### config.mk
export PLATFORM = sky130hd
export DESIGN_NAME = writeback_regfile
export DESIGN_NICKNAME = d
export VERILOG_FILES = /design/src/rtl/cpu_pkg.sv /design/src/rtl/regfile_2r1w.sv /design/src/rtl/writeback_regfile.sv
export SDC_FILE = /design/constraint.sdc
export NUM_CORES = 2
export LEC_CHECK = 0
export BUFFER_PORTS_ARGS = -buffer_cell sky130_fd_sc_hd__buf_2
export CAP_MARGIN = 15
export CORE_MARGIN = 4
export CORE_UTILIZATION = 47
export DETAILED_ROUTE_END_ITERATION = 16
export HOLD_SLACK_MARGIN = 0.08
export PLACE_DENSITY = 0.74
export SYNTH_ARGS = -nofsm -noshare
export SYNTH_HDL_FRONTEND = slang
export SYNTH_SLANG_ARGS = --single-unit
### constraint.sdc
create_clock -name clock -period 108.5 [get_ports clock]
set_clock_uncertainty 0.1 [all_clocks]
set_input_delay 16.275 -clock clock [delete_from_list [all_inputs] [get_ports clock]]
set_output_delay 16.275 -clock clock [all_outputs]
set_load 0.03 [all_outputs]
### src/rtl/cpu_pkg.sv
// Shared CPU definitions: datapath widths, opcode map and the writeback
// result-source classification reused by decode, hazard and writeback logic.
package cpu_pkg;

    localparam int unsigned XLEN   = 32;
    localparam int unsigned NREGS  = 32;
    localparam int unsigned REG_AW = 5;
    localparam int unsigned OP_W   = 6;
    localparam int unsigned CNT_W  = 32;

    localparam logic [OP_W-1:0] OP_NOP    = 6'h00;
    localparam logic [OP_W-1:0] OP_ALU_LO = 6'h01;
    localparam logic [OP_W-1:0] OP_ALU_HI = 6'h0F;
    localparam logic [OP_W-1:0] OP_ADDP   = 6'h10;
    localparam logic [OP_W-1:0] OP_MUL    = 6'h11;
    localparam logic [OP_W-1:0] OP_LOAD   = 6'h20;
    localparam logic [OP_W-1:0] OP_STORE  = 6'h21;
    localparam logic [OP_W-1:0] OP_LI     = 6'h30;
    localparam logic [OP_W-1:0] OP_MOV    = 6'h31;

    typedef enum logic [2:0] {
        SRC_ALU,
        SRC_SUM,
        SRC_MUL,
        SRC_LOAD,
        SRC_IMM,
        SRC_RS1
    } wb_src_e;

    // Unlisted opcodes (NOP, STORE, holes) fall back to the ALU result.
    function automatic wb_src_e result_src(input logic [OP_W-1:0] op);
        wb_src_e src;
        src = SRC_ALU;
        case (op)
            OP_ADDP: src = SRC_SUM;
            OP_MUL:  src = SRC_MUL;
            OP_LOAD: src = SRC_LOAD;
            OP_LI:   src = SRC_IMM;
            OP_MOV:  src = SRC_RS1;
            default: src = SRC_ALU;
        endcase
        return src;
    endfunction

    // Opcodes that never update the register file even with we asserted.
    function automatic logic writes_reg(input logic [OP_W-1:0] op);
        return (op != OP_NOP) && (op != OP_STORE);
    endfunction

endpackage

### src/rtl/regfile_2r1w.sv
// Architectural register file: one write port, two read ports with
// same-cycle write-through bypass; entry 0 always reads as zero.
module regfile_2r1w
    import cpu_pkg::*;
(
    input  logic              clk_i,
    input  logic              rst_i,
    input  logic              we_i,
    input  logic [REG_AW-1:0] waddr_i,
    input  logic [XLEN-1:0]   wdata_i,
    input  logic [REG_AW-1:0] raddr_a_i,
    input  logic [REG_AW-1:0] raddr_b_i,
    output logic [XLEN-1:0]   rdata_a_o,
    output logic [XLEN-1:0]   rdata_b_o
);

    logic [XLEN-1:0] mem_q [NREGS];

    always_ff @(posedge clk_i or posedge rst_i) begin
        if (rst_i) begin
            for (int i = 0; i < int'(NREGS); i++) begin
                mem_q[i] <= '0;
            end
        end else if (we_i && (waddr_i != '0)) begin
            mem_q[waddr_i] <= wdata_i;
        end
    end

    always_comb begin
        rdata_a_o = mem_q[raddr_a_i];
        if (raddr_a_i == '0) begin
            rdata_a_o = '0;
        end else if (we_i && (raddr_a_i == waddr_i)) begin
            rdata_a_o = wdata_i;
        end
    end

    always_comb begin
        rdata_b_o = mem_q[raddr_b_i];
        if (raddr_b_i == '0) begin
            rdata_b_o = '0;
        end else if (we_i && (raddr_b_i == waddr_i)) begin
            rdata_b_o = wdata_i;
        end
    end

endmodule

### src/rtl/writeback_regfile.sv
// Writeback stage: selects the result for the retiring instruction, commits it
// to the register file and tracks retired/written counts for performance runs.
module writeback_regfile
    import cpu_pkg::*;
(
    input  logic              clock,
    input  logic              reset,
    input  logic [XLEN-1:0]   reg_rs1_d3,
    input  logic [XLEN-1:0]   alu_out_d3,
    input  logic [XLEN-1:0]   immediate_value_d3,
    input  logic [XLEN-1:0]   DOut_d3,
    input  logic [XLEN-1:0]   sum_d3,
    input  logic [XLEN-1:0]   multiply_d3,
    input  logic [OP_W-1:0]   opcode_d3,
    input  logic [REG_AW-1:0] rd_d3,
    input  logic              register_we_d3,
    input  logic [REG_AW-1:0] rs1_addr,
    input  logic [REG_AW-1:0] rs2_addr,
    output logic [XLEN-1:0]   rs1_data,
    output logic [XLEN-1:0]   rs2_data,
    output logic [XLEN-1:0]   wb_data,
    output logic              wb_fire,
    output logic [REG_AW-1:0] last_rd,
    output logic [XLEN-1:0]   last_data,
    output logic [CNT_W-1:0]  retired_count,
    output logic [CNT_W-1:0]  write_count
);

    logic [CNT_W-1:0]  retired_q, retired_d;
    logic [CNT_W-1:0]  writes_q, writes_d;
    logic [REG_AW-1:0] last_rd_q, last_rd_d;
    logic [XLEN-1:0]   last_data_q, last_data_d;

    always_comb begin
        wb_data = alu_out_d3;
        case (result_src(opcode_d3))
            SRC_SUM:  wb_data = sum_d3;
            SRC_MUL:  wb_data = multiply_d3;
            SRC_LOAD: wb_data = DOut_d3;
            SRC_IMM:  wb_data = immediate_value_d3;
            SRC_RS1:  wb_data = reg_rs1_d3;
            default:  wb_data = alu_out_d3;
        endcase
    end

    assign wb_fire = register_we_d3 && (rd_d3 != '0) && writes_reg(opcode_d3);

    regfile_2r1w u_regfile (
        .clk_i     (clock),
        .rst_i     (reset),
        .we_i      (wb_fire),
        .waddr_i   (rd_d3),
        .wdata_i   (wb_data),
        .raddr_a_i (rs1_addr),
        .raddr_b_i (rs2_addr),
        .rdata_a_o (rs1_data),
        .rdata_b_o (rs2_data)
    );

    // Counters wrap freely; last-write registers hold between commits.
    always_comb begin
        retired_d   = retired_q;
        writes_d    = writes_q;
        last_rd_d   = last_rd_q;
        last_data_d = last_data_q;
        if (opcode_d3 != OP_NOP) begin
            retired_d = retired_q + CNT_W'(1);
        end
        if (wb_fire) begin
            writes_d    = writes_q + CNT_W'(1);
            last_rd_d   = rd_d3;
            last_data_d = wb_data;
        end
    end

    always_ff @(posedge clock or posedge reset) begin
        if (reset) begin
            retired_q   <= '0;
            writes_q    <= '0;
            last_rd_q   <= '0;
            last_data_q <= '0;
        end else begin
            retired_q   <= retired_d;
            writes_q    <= writes_d;
            last_rd_q   <= last_rd_d;
            last_data_q <= last_data_d;
        end
    end

    assign retired_count = retired_q;
    assign write_count   = writes_q;
    assign last_rd       = last_rd_q;
    assign last_data     = last_data_q;

endmodule

# ---- After elaboration in Yosys (flattened, before gate mapping)
# Cells that the tools add are included.
dict set report word_totals {
  reg_bits 1125
  in_bits 216
  out_inout_bits 198
  wordCells 84
}
dict set report op_classes {
  add_sub_neg 2
  order_cmp 4
  eq_ne 13
  n_mux 15
  bitwise_logic 3
  n_reduce_logical 11
}
# operator n
set op_table {}
lappend op_table {{bitwise mux 1024 bit} 1}
lappend op_table {{binary-select mux 32 bit (select 5 bit)} 2}
lappend op_table {{2-to-1 mux 32 bit} 9}
lappend op_table {{demux 32 bit (select 5 bit)} 1}
lappend op_table {{one-hot mux 32 bit (5 select lines)} 1}
lappend op_table {{adder 32 x 1 -> 32 bit, second input constant} 2}
lappend op_table {{== test 6 bit, second input constant} 3}
lappend op_table {{greater-or-equal comparator 6 bit, second input constant} 3}
lappend op_table {{inverter 5 -> 6 bit} 3}
lappend op_table {{one-hot mux 3 bit (5 select lines)} 1}
lappend op_table {{== test 6 x 5 -> 1 bit, second input constant} 2}
lappend op_table {{== test 5 bit} 2}
lappend op_table {{zero test 5 bit} 2}
lappend op_table {{logical AND 1 bit} 7}
lappend op_table {{== test 3 x 2 -> 1 bit, second input constant} 2}
lappend op_table {{== test 3 bit, second input constant} 2}
lappend op_table {{less-than comparator 6 x 1 -> 1 bit, second input constant} 1}
lappend op_table {{!= test 6 bit, second input constant} 1}
lappend op_table {{nonzero test 6 bit} 1}
lappend op_table {{nonzero test 5 bit} 1}
lappend op_table {{== test 3 x 1 -> 1 bit, second input constant} 1}

# ---- Depth between registers and ports, before layout
dict set report logic_depth {
  ltp_word 6
  depth_mapped 11
  depth_no_buf 7
}

# ---- Cells and area by module
# From an unflattened synthesis, not the netlist that was laid out.
dict set report unflattened {
  cells_unflattened 4430
  area_unflattened_um2 61163.7
}
# mod instances cells_per_inst area_per_inst_um2 seq_area_each_um2
set by_module_without_submodules {}
lappend by_module_without_submodules {regfile_2r1w 1 3859 55253.0 25624.6}
lappend by_module_without_submodules {writeback_regfile 1 571 5910.7 2527.4}

# ---- Worst setup path before layout
# OpenSTA, ideal clock, no wires.
dict set report synth_timing {
  kind {in2out}
  startpoint {input opcode_d3[4]}
  endpoint {output rs1_data[23]}
  arrival_ns 18.531
  t_required_ns 92.125
  path_slack_ns 73.594
  path_stages 10
  n_path_buf 4
  cell_sequence {buf_2 or3_1 o31a_1 buf_4 nand2_4 inv_2 and2_1 buf_6 buf_6 a211oi_1}
}
dict set report synth_via {
  elab_chain_len 6
  word_cells_on_any_way 19
  cone_classes {11 x eq/ne; 4 x mux; 4 x reduce/logical}
}
# element line_no
set synth_rtl {}
lappend synth_rtl {{start, declared} writeback_regfile.sv:14} ;# input logic [OP_W-1:0] opcode_d3,
lappend synth_rtl {{== test 6 bit, or another cell as far along} cpu_pkg.sv:34} ;# case (op)
lappend synth_rtl {{one-hot mux 3 bit (5 select lines) or logical AND 1 bit (tied branches)} {cpu_pkg.sv:34, cpu_pkg.sv:47}}
lappend synth_rtl {{== test 3 bit, or another cell as far along} writeback_regfile.sv:36} ;# case (result_src(opcode_d3))
lappend synth_rtl {{one-hot mux 32 bit (5 select lines) or logical AND 1 bit (tied branches)} {writeback_regfile.sv:36, regfile_2r1w.sv:33}}
lappend synth_rtl {{2-to-1 mux 32 bit (*)} regfile_2r1w.sv:33} ;# end else if (we_i && (raddr_a_i == waddr_i)) begin
lappend synth_rtl {{2-to-1 mux 32 bit (*)} regfile_2r1w.sv:31} ;# if (raddr_a_i == '0) begin
lappend synth_rtl {{end, declared} writeback_regfile.sv:19} ;# output logic [XLEN-1:0] rs1_data,
# Every way passes the cells marked *; elsewhere a longest branch is shown, timed or not.

# ---- Worst setup path after layout
dict set report layout_timing {
  startpoint {input rs2_addr[0]}
  endpoint {output rs2_data[16]}
}
dict set report layout_via {
  elab_chain_len 6
  word_cells_on_any_way 9
  cone_classes {1 x eq/ne; 5 x mux; 1 x bitwise; 2 x reduce/logical}
}
# element line_no
set layout_rtl {}
lappend layout_rtl {{start, declared} writeback_regfile.sv:18} ;# input logic [REG_AW-1:0] rs2_addr,
lappend layout_rtl {{inverter 5 -> 6 bit (implied by the code)} regfile_2r1w.sv:39} ;# rdata_b_o = mem_q[raddr_b_i];
lappend layout_rtl {{binary-select mux 32 bit (select 5 bit)} regfile_2r1w.sv:39}
lappend layout_rtl {{2-to-1 mux 32 bit (implied by the code) (2 in a row)} regfile_2r1w.sv:39}
lappend layout_rtl {{2-to-1 mux 32 bit} regfile_2r1w.sv:42} ;# end else if (we_i && (raddr_b_i == waddr_i)) begin
lappend layout_rtl {{2-to-1 mux 32 bit (*)} regfile_2r1w.sv:40} ;# if (raddr_b_i == '0) begin
lappend layout_rtl {{end, declared} writeback_regfile.sv:20} ;# output logic [XLEN-1:0] rs2_data,
# Every way passes the cells marked *; elsewhere a longest branch is shown, timed or not. The select of a mux whose other input is x is not followed.

==> results.sh <==
export IMPL_timing_hold_ws_ps=296
export IMPL_crit_path_start_kind="input port"
export IMPL_synthTopCellsByArea="dfrtp_1 (48%), mux4_2 (17%), o21ai_0 (8.3%)"
export IMPL_die_area_sq_um=131000
export IMPL_cts_made_buffers=117
export IMPL_top_usage_layer="met2"
export IMPL_synth_seq_cells=1125
export IMPL_cts_htree_levels=3
export IMPL_grt_use_met3_pct=11.9
export IMPL_r2r_end="write_count[31]$_DFFE_PP0P_"
export IMPL_seqPwrFrac_pct=44.7
export IMPL_n_fill_cell=10687
export IMPL_crit_fanout=72
export IMPL_grt_pass1_vias=47495
export IMPL_regToRegStartpoint="write_count[2]$_DFFE_PP0P_"
export IMPL_yosys_warnings=0
export IMPL_grtUsageMet2_pct=49.3
export IMPL_drc=0
export IMPL_hp_class="reg -> reg"
export IMPL_grt_total_usage_pct=32.5
export IMPL_num_io_pins=414
export IMPL_tns_ps=0
export IMPL_post_cts_repair_setup_buffers=0
export IMPL_die_width_um=362
export IMPL_power_total_mw=1.25
export IMPL_crit_family="buffers and inverters"
export IMPL_nets=5714
export IMPL_synth_top_cell_area_share_pct=47.9
export IMPL_netSwitchingPower_mw=0.385
export IMPL_clock_root_buffer="clkbuf_16"
export IMPL_placedCellCount=7013
export IMPL_ctsLongestPathBuffers=3
export IMPL_finalHoldViolCount=0
export IMPL_p_clk_share_pct=34.4
export IMPL_worst_pin_slew_ps=1350
export IMPL_routabilityCongestion=1.02
export IMPL_hold_end="u_regfile.mem_q[1003]$_DFFE_PP0P_"
export IMPL_finalCoreUtilization_pct=52.9
export IMPL_post_drt_via_cell_ratio=6.58
export IMPL_synth_area_sq_um=58800
export IMPL_worst_path_buf_inv=6
export IMPL_max_cap_viol_count=0
export IMPL_min_path_cells=0
export IMPL_syn_to_final_growth_pct=11.6
export IMPL_coreArea_sq_um=124000
export IMPL_finalCriticalPeriod_ps=39060
export IMPL_setup_slack_ps=69440
export IMPL_finalMaxSlewViolations=0
export IMPL_slew_headroom_pct=9.10
export IMPL_syn_nets=5646
export IMPL_synth_cell_types=63
export IMPL_layout_cells_non_filler=7236
export IMPL_finalInstanceArea_sq_um=65600
export IMPL_clkLatencyLatePin_ps=750
export IMPL_ys_flop_type="dfrtp_1"
export IMPL_syn_inst=5428
export IMPL_yosysSeqAreaShare_pct=47.9
export IMPL_post_synth_top_area_cell="dfrtp_1"
export IMPL_status="finished clean"
export IMPL_cp_slowest_cell="buf_4"
export IMPL_rsz0062_at_grt="false"
export IMPL_ant_nets=0
export IMPL_powerDensity_nw_per_um2=19.0
export IMPL_reg2reg_slack_ps=106060
export IMPL_io_buffers=413
export IMPL_power_frac_comb_pct=20.9
export IMPL_critPathMaxStageDelay_ps=930
export IMPL_path_cells="buf_8 > buf_4 > buf_4 > buf_4 > buf_4 > mux4_2 > o22ai_1 > nor3_1 > nor3_1 > a211oi_1 > buf_2"
export IMPL_initial_core_util_pct=47.4
export IMPL_vias=47635
export IMPL_cts_tree="built"
export IMPL_seqCellArea_sq_um=28200
export IMPL_grt_pass1_wl_um=315000
export IMPL_wl_um=215000
export IMPL_grt_max_degree=160
export IMPL_die_h_um=362
export IMPL_cts_hold_buf=0
export IMPL_syn_area_per_cell_sq_um=10.8
export IMPL_drt_pass1_iter_count=7
export IMPL_p_int_mw=0.862
export IMPL_cp_required_ps=92120
export IMPL_cts_resized=0
export IMPL_synth_edf_count=0
export IMPL_critPathCaptureType="output port"
export IMPL_path_class="in -> out"
export IMPL_multi_input_area_sq_um=28200
export IMPL_crit_arrival_ps=22690
export IMPL_final_layout_size_suffix_gt1_share_pct=22.5
export IMPL_grt_use_met1_pct=40.5
export IMPL_wl_per_cell_um=29.8
export IMPL_min_from="u_regfile.mem_q[1003]$_DFFE_PP0P_"
export IMPL_peakVddDrop_v=0.0000146
export IMPL_drt_initial_drc_count=6529
export IMPL_p_leak_nw=29.3
export IMPL_setup_viol=0
export IMPL_rows=129
export IMPL_async_flop_share_pct=100
export IMPL_antenna_found_initial=11
export IMPL_grt_overflow_total=0
export IMPL_dp_hpwl_um=127000
export IMPL_cts_sinks=1125
export IMPL_path_clk_slew_ps=60
export IMPL_fmaxAchievable_mhz=25.6
export IMPL_dpl_cell_area_sq_um=61500
export IMPL_reg2reg_depth=6
export IMPL_sw_frac_of_total_pct=30.9
export IMPL_critPathMostFrequentCell="buf_4"
export IMPL_finalCritPeriodShare_pct=36.0
export IMPL_pre_cts_ws_ps=69650
-- cell usage after synthesis (12+ instances only) --
master,instances
nand2_4,17
dfrtp_1,1125
o21ai_0,976
o22ai_1,80
a211oi_2,14
nand4_1,21
a221oi_1,45
o21ai_1,124
clkbuf_2,13
buf_4,89
mux4_2,438
nor2_1,41
a211oi_1,60
a22oi_1,127
mux2i_1,252
inv_1,43
xor2_1,18
nand2_1,1144
buf_2,222
buf_1,19
clkbuf_1,218
xnor2_1,55
a21oi_1,12
nor3_1,92
nand3_1,39
-- kinds of logic (layout without fill, tap and decap cells) --
logic type	after synthesis	after routing	share of synthesized area, %
AOI/OAI and AO/OA	1478	1478	14.4
and+or+nand+nor	1441	1441	10.4
DFF	1125	1125	47.9
muxes	692	692	21.1
buffers and inverters	617	780	5.15
xor gates and xnor gates	73	73	1.09
adders and majority gates	2	2	0.0425
other	0	8	0
-- sequential cells by signal, indices dropped and copies added, names as in the netlist --
| register | cells |
|---|---|
| last_data | 32 |
| u_regfile.mem_q | 1024 |
| last_rd | 5 |
| write_count | 32 |
| retired_count | 32 |
-- power by group through the flow --
| stage | registers (mW) | logic, mW | clock network (mW) |
|---|---|---|---|
| after detailed placement | 0.560 | 0.257 | 0 |
| after global placement | 0.555 | 0.249 | 0 |
| final | 0.557 | 0.261 | 0.428 |
| after CTS | 0.554 | 0.258 | 0.430 |
| after global routing | 0.565 | 0.283 | 0.448 |
| after floorplan | 0.552 | 0.180 | 0 |
-- layer usage --
layer | share of wire (%) | up-vias
li1 | - | 19815
met4 | 6.9 | 2
met5 | 0.0056 | -
met2 | 44 | 3319
met3 | 13 | 905
met1 | 36 | 23594
-- worst reg2reg max path: cells and delay by family, from the launching register on --
kind	cells	cell delay [ps]
DFF	1	470
xor gates and xnor gates	1	170
and+or+nand+nor	5	1630
-- layout by cell type (no fill, tap or decap), drive strengths merged, types with 8 or more instances in the layout --
cell / synthesis / routed
clkbuf: 231 / 171
xor2: 18 / 18
nand4: 22 / 22
mux4: 438 / 438
nor2: 41 / 41
a22oi: 127 / 127
and2: 11 / 11
nand2: 1169 / 1169
diode: 0 / 8
a211oi: 74 / 74
nand3: 46 / 46
o22ai: 80 / 80
a22o: 11 / 11
nor4: 8 / 8
bufinv: 0 / 14
nor3: 97 / 97
inv: 45 / 50
xnor2: 55 / 55
buf: 341 / 520
nor2b: 8 / 8
o21ai: 1100 / 1100
o221ai: 9 / 9
clkinv: 0 / 22
mux2i: 252 / 252
a221oi: 55 / 55
a21oi: 12 / 12
and3: 10 / 10
dfrtp: 1125 / 1125
-- cell type report --
type                    count  area share [%]
diodes                      8          0.0305
clock buffers             170            5.27
clock inverters            44           0.919
inverters                  45           0.269
multi-input cells        3686            42.9
flip-flops and latches   1125            42.9
well taps                1637            3.12
repair buffers            521            4.55
-- how the worst max path moves through the flow --
stage                           start                  endpoint  slack [ps]  cells after the start
after floorplan                 reset  last_data[0]$_DFFE_PP0P_       60440                      1
after global placement    rs2_addr[0]              rs2_data[16]       69730                     11
after detailed placement  rs2_addr[0]              rs2_data[16]       69650                     11
after CTS                 rs2_addr[0]              rs2_data[16]       69650                     11
after global routing      rs2_addr[0]              rs2_data[16]       69020                     11
final                     rs2_addr[0]              rs2_data[16]       69440                     11
Note: power is estimated with default switching activity, not from simulation.
